===== src/rtl/cdc_fifo_pkg.sv =====
// Shared types and helpers for the cdc_fifo write-side arbiter.
// Holds the arbiter state encoding, the statistics counter width and the
// round-robin search used to pick the next owner of the FIFO write port.
package cdc_fifo_pkg;

  // Arbiter FSM states: IDLE arbitrates, GRANT streams words from one owner.
  typedef enum logic [0:0] {
    ARB_IDLE  = 1'b0,
    ARB_GRANT = 1'b1
  } arb_state_t;

  // Width of every statistics counter (saturating at all-ones).
  localparam int STATS_WIDTH = 8;

  // Widest requester vector the round-robin helper supports.
  localparam int MAX_REQUESTERS = 8;
  localparam int MAX_INDEX_W    = 3;

  // Round-robin search: first set bit of valid_vector at or above pointer,
  // wrapping to the lowest set bit when nothing at or above pointer is set.
  // Callers zero-extend narrower vectors; unused upper bits must be zero.
  function automatic logic [MAX_INDEX_W-1:0] next_index(
    input logic [MAX_INDEX_W-1:0]    pointer,
    input logic [MAX_REQUESTERS-1:0] valid_vector
  );
    logic [MAX_REQUESTERS-1:0] upper_mask;
    logic [MAX_REQUESTERS-1:0] masked;
    logic [MAX_INDEX_W-1:0]    idx;
    upper_mask = ~((MAX_REQUESTERS'(1) << pointer) - MAX_REQUESTERS'(1));
    masked     = valid_vector & upper_mask;
    idx        = '0;
    // Scan downward so the lowest qualifying index wins last.
    for (int i = MAX_REQUESTERS - 1; i >= 0; i--) begin
      if (masked == '0) begin
        if (valid_vector[i]) idx = MAX_INDEX_W'(i);
      end else if (masked[i]) begin
        idx = MAX_INDEX_W'(i);
      end
    end
    return idx;
  endfunction

endpackage


===== src/rtl/rr_priority_picker.sv =====
// Combinational masked round-robin picker.
// Produces a one-hot selection of the first valid requester at or after
// pointer (wrapping), plus a flag telling whether any requester is valid.
module rr_priority_picker
  import cdc_fifo_pkg::*;
#(
  parameter int NUM_REQUESTERS = 4,
  parameter int IDX_W          = $clog2(NUM_REQUESTERS)
) (
  input  logic [IDX_W-1:0]          pointer,
  input  logic [NUM_REQUESTERS-1:0] valid,
  output logic [NUM_REQUESTERS-1:0] one_hot,
  output logic                      any_valid
);

  logic [MAX_INDEX_W-1:0] pick_idx;

  // Search from the pointer and expand the winning index to one-hot.
  always_comb begin
    any_valid = |valid;
    pick_idx  = next_index(MAX_INDEX_W'(pointer), MAX_REQUESTERS'(valid));
    one_hot   = '0;
    for (int i = 0; i < NUM_REQUESTERS; i++) begin
      one_hot[i] = any_valid && (pick_idx == MAX_INDEX_W'(i));
    end
  end

endmodule


===== src/rtl/cdc_fifo_write_arbiter.sv =====
// Round-robin arbiter sharing the single write port of cdc_fifo between
// NUM_REQUESTERS producers in the FIFO write clock domain.
// An owner keeps the grant for at most MAX_BURST accepted words, or until
// it drops valid; one idle arbitration cycle always separates grants.
// Handshake: requester i transfers a word on a rising edge where
// request_valid[i] && request_ready[i]; ready is only ever offered to the
// current owner while the FIFO is not full, and the owner's data must stay
// stable while valid is high and ready is low.
// Optional build macro CDC_FIFO_WRITE_ARBITER_STATS_EN adds per-requester
// accepted-word counters and a full-stall counter.
// The FSM state is visible on busy (high exactly in ARB_GRANT).
module cdc_fifo_write_arbiter
  import cdc_fifo_pkg::*;
#(
  parameter int NUM_REQUESTERS = 4,
  parameter int DATA_WIDTH     = 4,
  parameter int MAX_BURST      = 4
) (
  input  logic                               clock,
  input  logic                               reset,
  input  logic [NUM_REQUESTERS-1:0]          request_valid,
  input  logic [NUM_REQUESTERS*DATA_WIDTH-1:0] request_data,
  output logic [NUM_REQUESTERS-1:0]          request_ready,
  input  logic                               full,
  output logic [DATA_WIDTH-1:0]              write_data,
  output logic                               write_increment,
  output logic [NUM_REQUESTERS-1:0]          grant,
  output logic                               busy
`ifdef CDC_FIFO_WRITE_ARBITER_STATS_EN
  ,
  input  logic [$clog2(NUM_REQUESTERS)-1:0]  stats_select,
  output logic [STATS_WIDTH-1:0]             stats_count,
  output logic [STATS_WIDTH-1:0]             stall_count
`endif
);

  localparam int IDX_W = $clog2(NUM_REQUESTERS);
  localparam int BC_W  = $clog2(MAX_BURST + 1);

  arb_state_t          state;
  logic [IDX_W-1:0]    pointer;
  logic [BC_W-1:0]     burst_count;

  logic [NUM_REQUESTERS-1:0] pick_one_hot;
  logic                      any_valid;
  logic [IDX_W-1:0]          owner_idx;
  logic [IDX_W-1:0]          next_pointer;
  logic                      owner_valid;
  logic                      accept;
  logic                      last_word;
  logic                      release_grant;

  rr_priority_picker #(
    .NUM_REQUESTERS (NUM_REQUESTERS),
    .IDX_W          (IDX_W)
  ) u_picker (
    .pointer   (pointer),
    .valid     (request_valid),
    .one_hot   (pick_one_hot),
    .any_valid (any_valid)
  );

  // Steer the owner's word to the FIFO and gate the handshake on full/reset.
  always_comb begin
    owner_idx  = '0;
    write_data = '0;
    for (int i = 0; i < NUM_REQUESTERS; i++) begin
      if (grant[i]) begin
        owner_idx  = IDX_W'(i);
        write_data = request_data[i*DATA_WIDTH +: DATA_WIDTH];
      end
    end
    owner_valid     = |(request_valid & grant);
    // Reset suppresses the handshake so an aborted burst never writes.
    accept          = (state == ARB_GRANT) && owner_valid && !full && !reset;
    request_ready   = ((state == ARB_GRANT) && !full && !reset) ? grant : '0;
    write_increment = accept;
    busy            = (state == ARB_GRANT);
    last_word       = (burst_count == BC_W'(MAX_BURST - 1));
    release_grant   = !owner_valid || (accept && last_word);
    next_pointer    = (owner_idx == IDX_W'(NUM_REQUESTERS - 1)) ? '0
                                                                : owner_idx + IDX_W'(1);
  end

  // Arbiter FSM: arbitrate in IDLE, count burst words and release in GRANT.
  always_ff @(posedge clock) begin
    if (reset) begin
      state       <= ARB_IDLE;
      grant       <= '0;
      pointer     <= '0;
      burst_count <= '0;
    end else begin
      case (state)
        ARB_IDLE: begin
          if (any_valid) begin
            grant       <= pick_one_hot;
            burst_count <= '0;
            state       <= ARB_GRANT;
          end
        end
        ARB_GRANT: begin
          if (release_grant) begin
            pointer     <= next_pointer;
            grant       <= '0;
            burst_count <= '0;
            state       <= ARB_IDLE;
          end else if (accept) begin
            burst_count <= burst_count + BC_W'(1);
          end
        end
        default: begin
          state <= ARB_IDLE;
          grant <= '0;
        end
      endcase
    end
  end

`ifdef CDC_FIFO_WRITE_ARBITER_STATS_EN
  logic [STATS_WIDTH-1:0] word_counters [NUM_REQUESTERS];
  logic [STATS_WIDTH-1:0] stall_q;

  // Saturating per-requester accepted-word counters and full-stall counter.
  always_ff @(posedge clock) begin
    if (reset) begin
      for (int i = 0; i < NUM_REQUESTERS; i++) word_counters[i] <= '0;
      stall_q <= '0;
    end else begin
      for (int i = 0; i < NUM_REQUESTERS; i++) begin
        if (accept && grant[i] && (word_counters[i] != '1)) begin
          word_counters[i] <= word_counters[i] + STATS_WIDTH'(1);
        end
      end
      if ((state == ARB_GRANT) && full && (stall_q != '1)) begin
        stall_q <= stall_q + STATS_WIDTH'(1);
      end
    end
  end

  // Read-out mux; selections beyond NUM_REQUESTERS read as zero.
  always_comb begin
    stats_count = '0;
    for (int i = 0; i < NUM_REQUESTERS; i++) begin
      if (stats_select == IDX_W'(i)) stats_count = word_counters[i];
    end
    stall_count = stall_q;
  end
`endif

endmodule


===== config.mk =====
export PLATFORM = sky130hd
export DESIGN_NAME = cdc_fifo_write_arbiter
export DESIGN_NICKNAME = d
export VERILOG_FILES = /design/src/rtl/cdc_fifo_pkg.sv /design/src/rtl/rr_priority_picker.sv /design/src/rtl/cdc_fifo_write_arbiter.sv
export SDC_FILE = /design/constraint.sdc
export NUM_CORES = 1
export LEC_CHECK = 0
export BUFFER_PORTS_ARGS = -buffer_cell sky130_fd_sc_hd__buf_2
export CAP_MARGIN = 30
export CORE_MARGIN = 2
export CORE_UTILIZATION = 40
export CTS_CLUSTER_SIZE = 28
export DETAILED_ROUTE_END_ITERATION = 6
export PLACE_DENSITY = 0.74
export SLEW_MARGIN = 20
export SYNTH_ARGS = -nofsm -noshare
export SYNTH_HDL_FRONTEND = slang
export SYNTH_HIERARCHICAL = 1
export SYNTH_SLANG_ARGS = --single-unit

===== constraint.sdc =====
create_clock -name clock -period 1.5 [get_ports clock]
set_input_delay 0.45 -clock clock [delete_from_list [all_inputs] [get_ports clock]]
set_output_delay 0.45 -clock clock [all_outputs]
set_load 0.1 [all_outputs]

==> impl_metrics.sql, run 1 <==
INSERT INTO impl_metrics (metric_group, metric, value, unit) VALUES
('place', 'port_buffers', '36', ''),
('synth', 'postSynthAreaPerCell', '7.64', 'um^2'),
('synth', 'postSynthNetCount', '122', ''),
('sta', 'endpoint_type', 'top-level output', ''),
('synth', 'synth_top_area_frac', '0.270', ''),
('clocking', 'clock_tree.buffer_depth', '2', ''),
('place', 'place.gp.congestion', '0.810', ''),
('clocking', 'cts_buffers', '3', ''),
('clocking', 'tritoncts_num_sinks', '10', ''),
('synth', 'yosys_warnings', '6', ''),
('synth', 'ys_ff_latch', '10', ''),
('die', 'floorplan.io_pins', '37', ''),
('die', 'die-width', '47.0', 'um'),
('synth', 'synthesis.instances', '97', ''),
('status', 'status', 'stopped before the end', ''),
('synth', 'ys_types', '27', ''),
('clocking', 'htree_num_levels', '1', ''),
('die', 'row_count', '15', ''),
('status', 'stop_stage', '5_1_grt', ''),
('global_route', 'grt_max_degree', '11', ''),
('sta', 'globalroute.repair_timing.worst_endpoint', 'write_data[0]', ''),
('place', 'post-dp-hpwl', '2100', 'um'),
('synth', 'ys_seq_area_frac', '0.270', ''),
('status', 'run.stop_error', '[ERROR DPL-0038] Utilization greater than 100%, impossible to legalize', ''),
('clocking', 'clock-root-buffer', 'clkbuf_4', ''),
('die', 'die_height', '47.0', 'um'),
('synth', 'ys_top_cells_by_area', 'dfxtp_1, a21oi_1, nor2_1', ''),
('clocking', 'hold_buffer_count_at_cts', '0', ''),
('synth', 'synth_area', '741', 'um^2'),
('synth', 'netlist.top_cell.by_area', 'dfxtp_1', ''),
('die', 'start_util', '0.429', '');
## through the flow
step | hold WS, ps | setup WS [ps] | utilization | instances | instance area (um^2)
2_1_floorplan | 458 | -693 | - | 97 | 882
3_3_place_gp | 465 | -167 | 0.830 | 176 | 1430
3_5_place_dp | 486 | -274 | 0.830 | 176 | 1430
4_1_cts | 490 | -409 | 0.929 | 186 | 1600
## synth_stat cells, drive strengths merged
master  instances
a2111o          1
a21oi          14
a221oi          5
a22oi           2
and2            1
and3            3
buf             1
clkbuf          2
dfxtp          10
ha              2
inv             7
nand2          10
nand2b          1
nor2           14
nor2b           3
o21ai           8
o221a           2
o22ai           1
o311a           2
o31ai           4
o32ai           2
or3             1
or4             1
## logic make-up after synthesis
| group | after synthesis | share of synthesized area |
|---|---|---|
| buffers and inverters | 10 | 0.0608 |
| AOI/OAI and AO/OA | 41 | 0.416 |
| adders and majority gates | 2 | 0.0338 |
| DFF | 10 | 0.270 |
| and+or+nand+nor | 34 | 0.220 |
## timing repair
action                     in CTS
setup endpoints to repair      11
pin swaps                      17
gates resized for setup        23
buffers inserted                9
==> inputs of run 2 (changes only) <==
- CORE_AREA: not set -> 2 2 63 65
- CORE_MARGIN: 2 -> not set
- CORE_UTILIZATION: 40 -> not set
- CTS_CLUSTER_SIZE: 28 -> not set
- DIE_AREA: not set -> 0 0 65 67
- PLACE_DENSITY: 0.74 -> not set
- PLACE_DENSITY_LB_ADDON: not set -> 0.15
- clock period: 1.5 -> 1.95 ns (I/O delays scaled with it)
==> impl_metrics.sql, run 2 <==
INSERT INTO impl_metrics (metric_group, metric, value, unit) VALUES
('global_route', 'globalRouteTotalUtil', '0.126', ''),
('place', 'port_buffers', '36', ''),
('sta', 'rsz_0062_raised_after_global_routing', 'true', ''),
('sta', 'timing.slew.headroom', '0.672', ''),
('clocking', 'clkTransAtPathRegs', '50', 'ps'),
('setup_path', 'critical_path.max_stage_delay', '340', 'ps'),
('synth', 'synthesis.instances', '97', ''),
('drt', 'route.vias.total', '959', ''),
('clocking', 'cts_buffers', '3', ''),
('status', 'status', 'complete, but fails checks', ''),
('pwr', 'power.density', '575', 'nW/um^2'),
('setup_path', 'cp.buffers_inverters', '2', ''),
('sta', 'timing_max_transition_violations_final', '0', ''),
('drt', 'drt-pass1-iter-count', '4', ''),
('cells_and_area', 'mostFrequentLayoutCell', 'buf_2', ''),
('cells_and_area', 'drive_above_1_share', '0.581', ''),
('setup_path', 'regToRegStartpoint', 'burst_count[0]$_SDFFE_PP0P_', ''),
('run', 'max_cap_violations', '0', ''),
('setup_path', 'setup.worst_path.end_class', 'primary output', ''),
('setup_path', 'crit_start', 'grant[0]$_SDFFE_PP0P_', ''),
('clocking', 'clock_tree.buffer_depth', '2', ''),
('cells_and_area', 'diodes', '0', ''),
('synth', 'ys_ff_latch', '10', ''),
('synth', 'postSynthNetCount', '122', ''),
('sta', 'timing.final.hold_violations', '0', ''),
('cells_and_area', 'fin_nets', '181', ''),
('die', 'coreArea', '3610', 'um^2'),
('sta', 'fmax', '0.512', 'GHz'),
('drt', 'route.detailed.wl_per_inst', '13.1', 'um'),
('setup_path', 'worst_ep_required_time', '1360', 'ps'),
('drt', 'dr.first_iter.drc_count', '26', ''),
('place', 'place.gp.congestion', '0.732', ''),
('clocking', 'tritoncts_num_sinks', '10', ''),
('synth', 'synth_area', '741', 'um^2'),
('place', 'post-dp-hpwl', '1990', 'um'),
('die', 'die_height', '67', 'um'),
('pwr', 'leakage_power_of_the_design', '0.000629', 'uW'),
('die', 'die-width', '65', 'um'),
('setup_path', 'crit_path_cell_trace', 'nor2b_4 > a221oi_1 > buf_4 > o31ai_4 > buf_12', ''),
('sta', 'finalCriticalPeriod', '1950', 'ps'),
('status', 'failed_checks', 'setup timing', ''),
('global_route', 'grt-ovfl-total', '0', ''),
('pwr', 'vdd_drop_max', '0.239', 'mV'),
('synth', 'predominant_post_synthesis_flop_cell', 'dfxtp_1', ''),
('synth', 'ys_async_sr_fraction', '0', ''),
('synth', 'ys_top_cells_by_area', 'dfxtp_1, a21oi_1, nor2_1', ''),
('setup_path', 'cp_data_arrival_time', '1370', 'ps'),
('synth', 'ys_types', '27', ''),
('global_route', 'antenna_found_initial', '0', ''),
('cells_and_area', 'area.growth.synth_to_final', '101', '%'),
('synth', 'synth_top_area_frac', '0.270', ''),
('sta', 'whs', '483', 'ps'),
('setup_path', 'critPathTopFamily', 'buffers and inverters', ''),
('cells_and_area', 'fin_util', '0.412', ''),
('global_route', 'first_global_vias', '905', ''),
('synth', 'ys_seq_area_frac', '0.270', ''),
('clocking', 'worst_skew_pair.late_latency', '240', 'ps'),
('sta', 'postLayoutSetupSlackWorst', '-3.94', 'ps'),
('drt', 'drc', '0', ''),
('die', 'floorplan.die_area', '4360', 'um^2'),
('die', 'start_util', '0.205', ''),
('die', 'floorplan.io_pins', '37', ''),
('hold_path', 'hp-class', 'reg -> reg', ''),
('sta', 'worstMarginPinSlew', '495', 'ps'),
('sta', 'clock_skew', '1.48', 'ps'),
('sta', 'layout_worst_path_cycle_share', '1.00', ''),
('synth', 'postSynthAreaPerCell', '7.64', 'um^2'),
('clocking', 'clock-root-buffer', 'clkbuf_8', ''),
('synth', 'synth-edff-count', '0', ''),
('synth', 'netlist.top_cell.by_area', 'dfxtp_1', ''),
('synth', 'synth.top_cells.by_count', 'a21oi_1, nor2_1, dfxtp_1, nand2_1, o21ai_0', ''),
('clocking', 'cts_tree', 'built', ''),
('cells_and_area', 'largestRegisters', 'grant x4, burst_count x3, pointer x2', ''),
('setup_path', 'cp_max_fo', '2', ''),
('global_route', 'grt_max_degree', '15', ''),
('cells_and_area', 'largest_reg_flops', '4', ''),
('setup_path', 'crit_path_start_kind', 'flip-flop', ''),
('synth', 'yosys_warnings', '6', ''),
('clocking', 'htree_num_levels', '1', ''),
('setup_path', 'criticalPathCategory', 'reg -> out', ''),
('setup_path', 'critical_path.slowest_cell', 'dfxtp_4', ''),
('drt', 'antenna_left', '0', ''),
('cells_and_area', 'layout.cells.most_common_list', 'buf_2, buf_4, a21oi_1, nor2_1', ''),
('hold_path', 'timing.hold.worst.start', 'burst_count[1]$_SDFFE_PP0P_', ''),
('sta', 'finalSetupViolCount', '1', ''),
('global_route', 'grt_first_pass_wirelength', '4180', 'um'),
('cells_and_area', 'regMostFlops', 'grant', ''),
('drt', 'postRouteWirelength', '2660', 'um'),
('die', 'row_count', '22', ''),
('drt', 'drt-vias-per-instance', '4.72', '');
[run 2: cell counts after synthesis]
No cell type changed its count.
[run 2: routing by layer]
metal,routed length [um],part of all wire,global-route usage
met5,0,0,0
met4,20,0.0075,0.0319
met3,173,0.065,0.0287
met2,1370,0.52,0.238
met1,1100,0.41,0.141
[run 2: cell families (layout without fill, tap and decap cells)]
logic type               after synthesis  in the layout  share of synthesized area
AO/OA/AOI/OAI                         41             41                      0.416
adder cells (fa/ha/maj)                2              2                     0.0338
buffers and inverters                 10             68                     0.0608
flip-flops                            10             10                      0.270
AND/OR/NAND/NOR                       34             34                      0.220
[run 2: tightest hold or removal path, cell delays in order, from the launching register on]
cell and delay, ps:
dfxtp_1 310, inv_1 50, o32ai_1 70
[run 2: area by class of cell]
cell class	count	area [um^2]
fillers	358	2120
multi-input cells	77	644
repair buffers	57	480
flip-flops and latches	10	219
well taps	48	60.1
clock buffers	4	55.1
inverters	7	26.3
[run 2: final timing paths]
kind,endpoint,slack [ps],cells after the start
worst max-delay path,write_data[3],-4,5
worst min-delay path,burst_count[1]$_SDFFE_PP0P_,480,2
worst max register to register,pointer[1]$_SDFFE_PP0P_,310,6
worst min register to register,burst_count[1]$_SDFFE_PP0P_,480,2
[run 2: repair_timing]
item / 4_1_cts / 5_1_grt
buffers inserted: 3 / 5
pin swaps: 4 / 2
setup endpoints to repair: 6 / 5
hold buffers: 0 / 0
gates resized for setup: 10 / 2
[run 2: power by group]
group / internal (uW) / leakage, uW / switching (uW)
combinational: 140 / 0.000515 / 225
sequential: 212 / 0.0000850 / 16.8
clock: 178 / 0.0000288 / 83.2
total: 529 / 0.000629 / 325
[run 2: metrics by stage]
| step | setup TNS [ps] | setup WS [ps] | power (uW) | cells | area [um^2] |
|---|---|---|---|---|---|
| final | -3.94 | -3.94 | 854 | 203 | 1490 |
| after detailed placement | -257 | -109 | 567 | 192 | 1300 |
| after global routing | -189 | -61.2 | 893 | 203 | 1490 |
| after CTS | -65.9 | -35.0 | 854 | 198 | 1440 |
| after floorplan | -1570 | -378 | 447 | 97 | 858 |
| after global placement | -174 | -99.5 | 561 | 192 | 1300 |
Power figures use the tool's default switching activity.
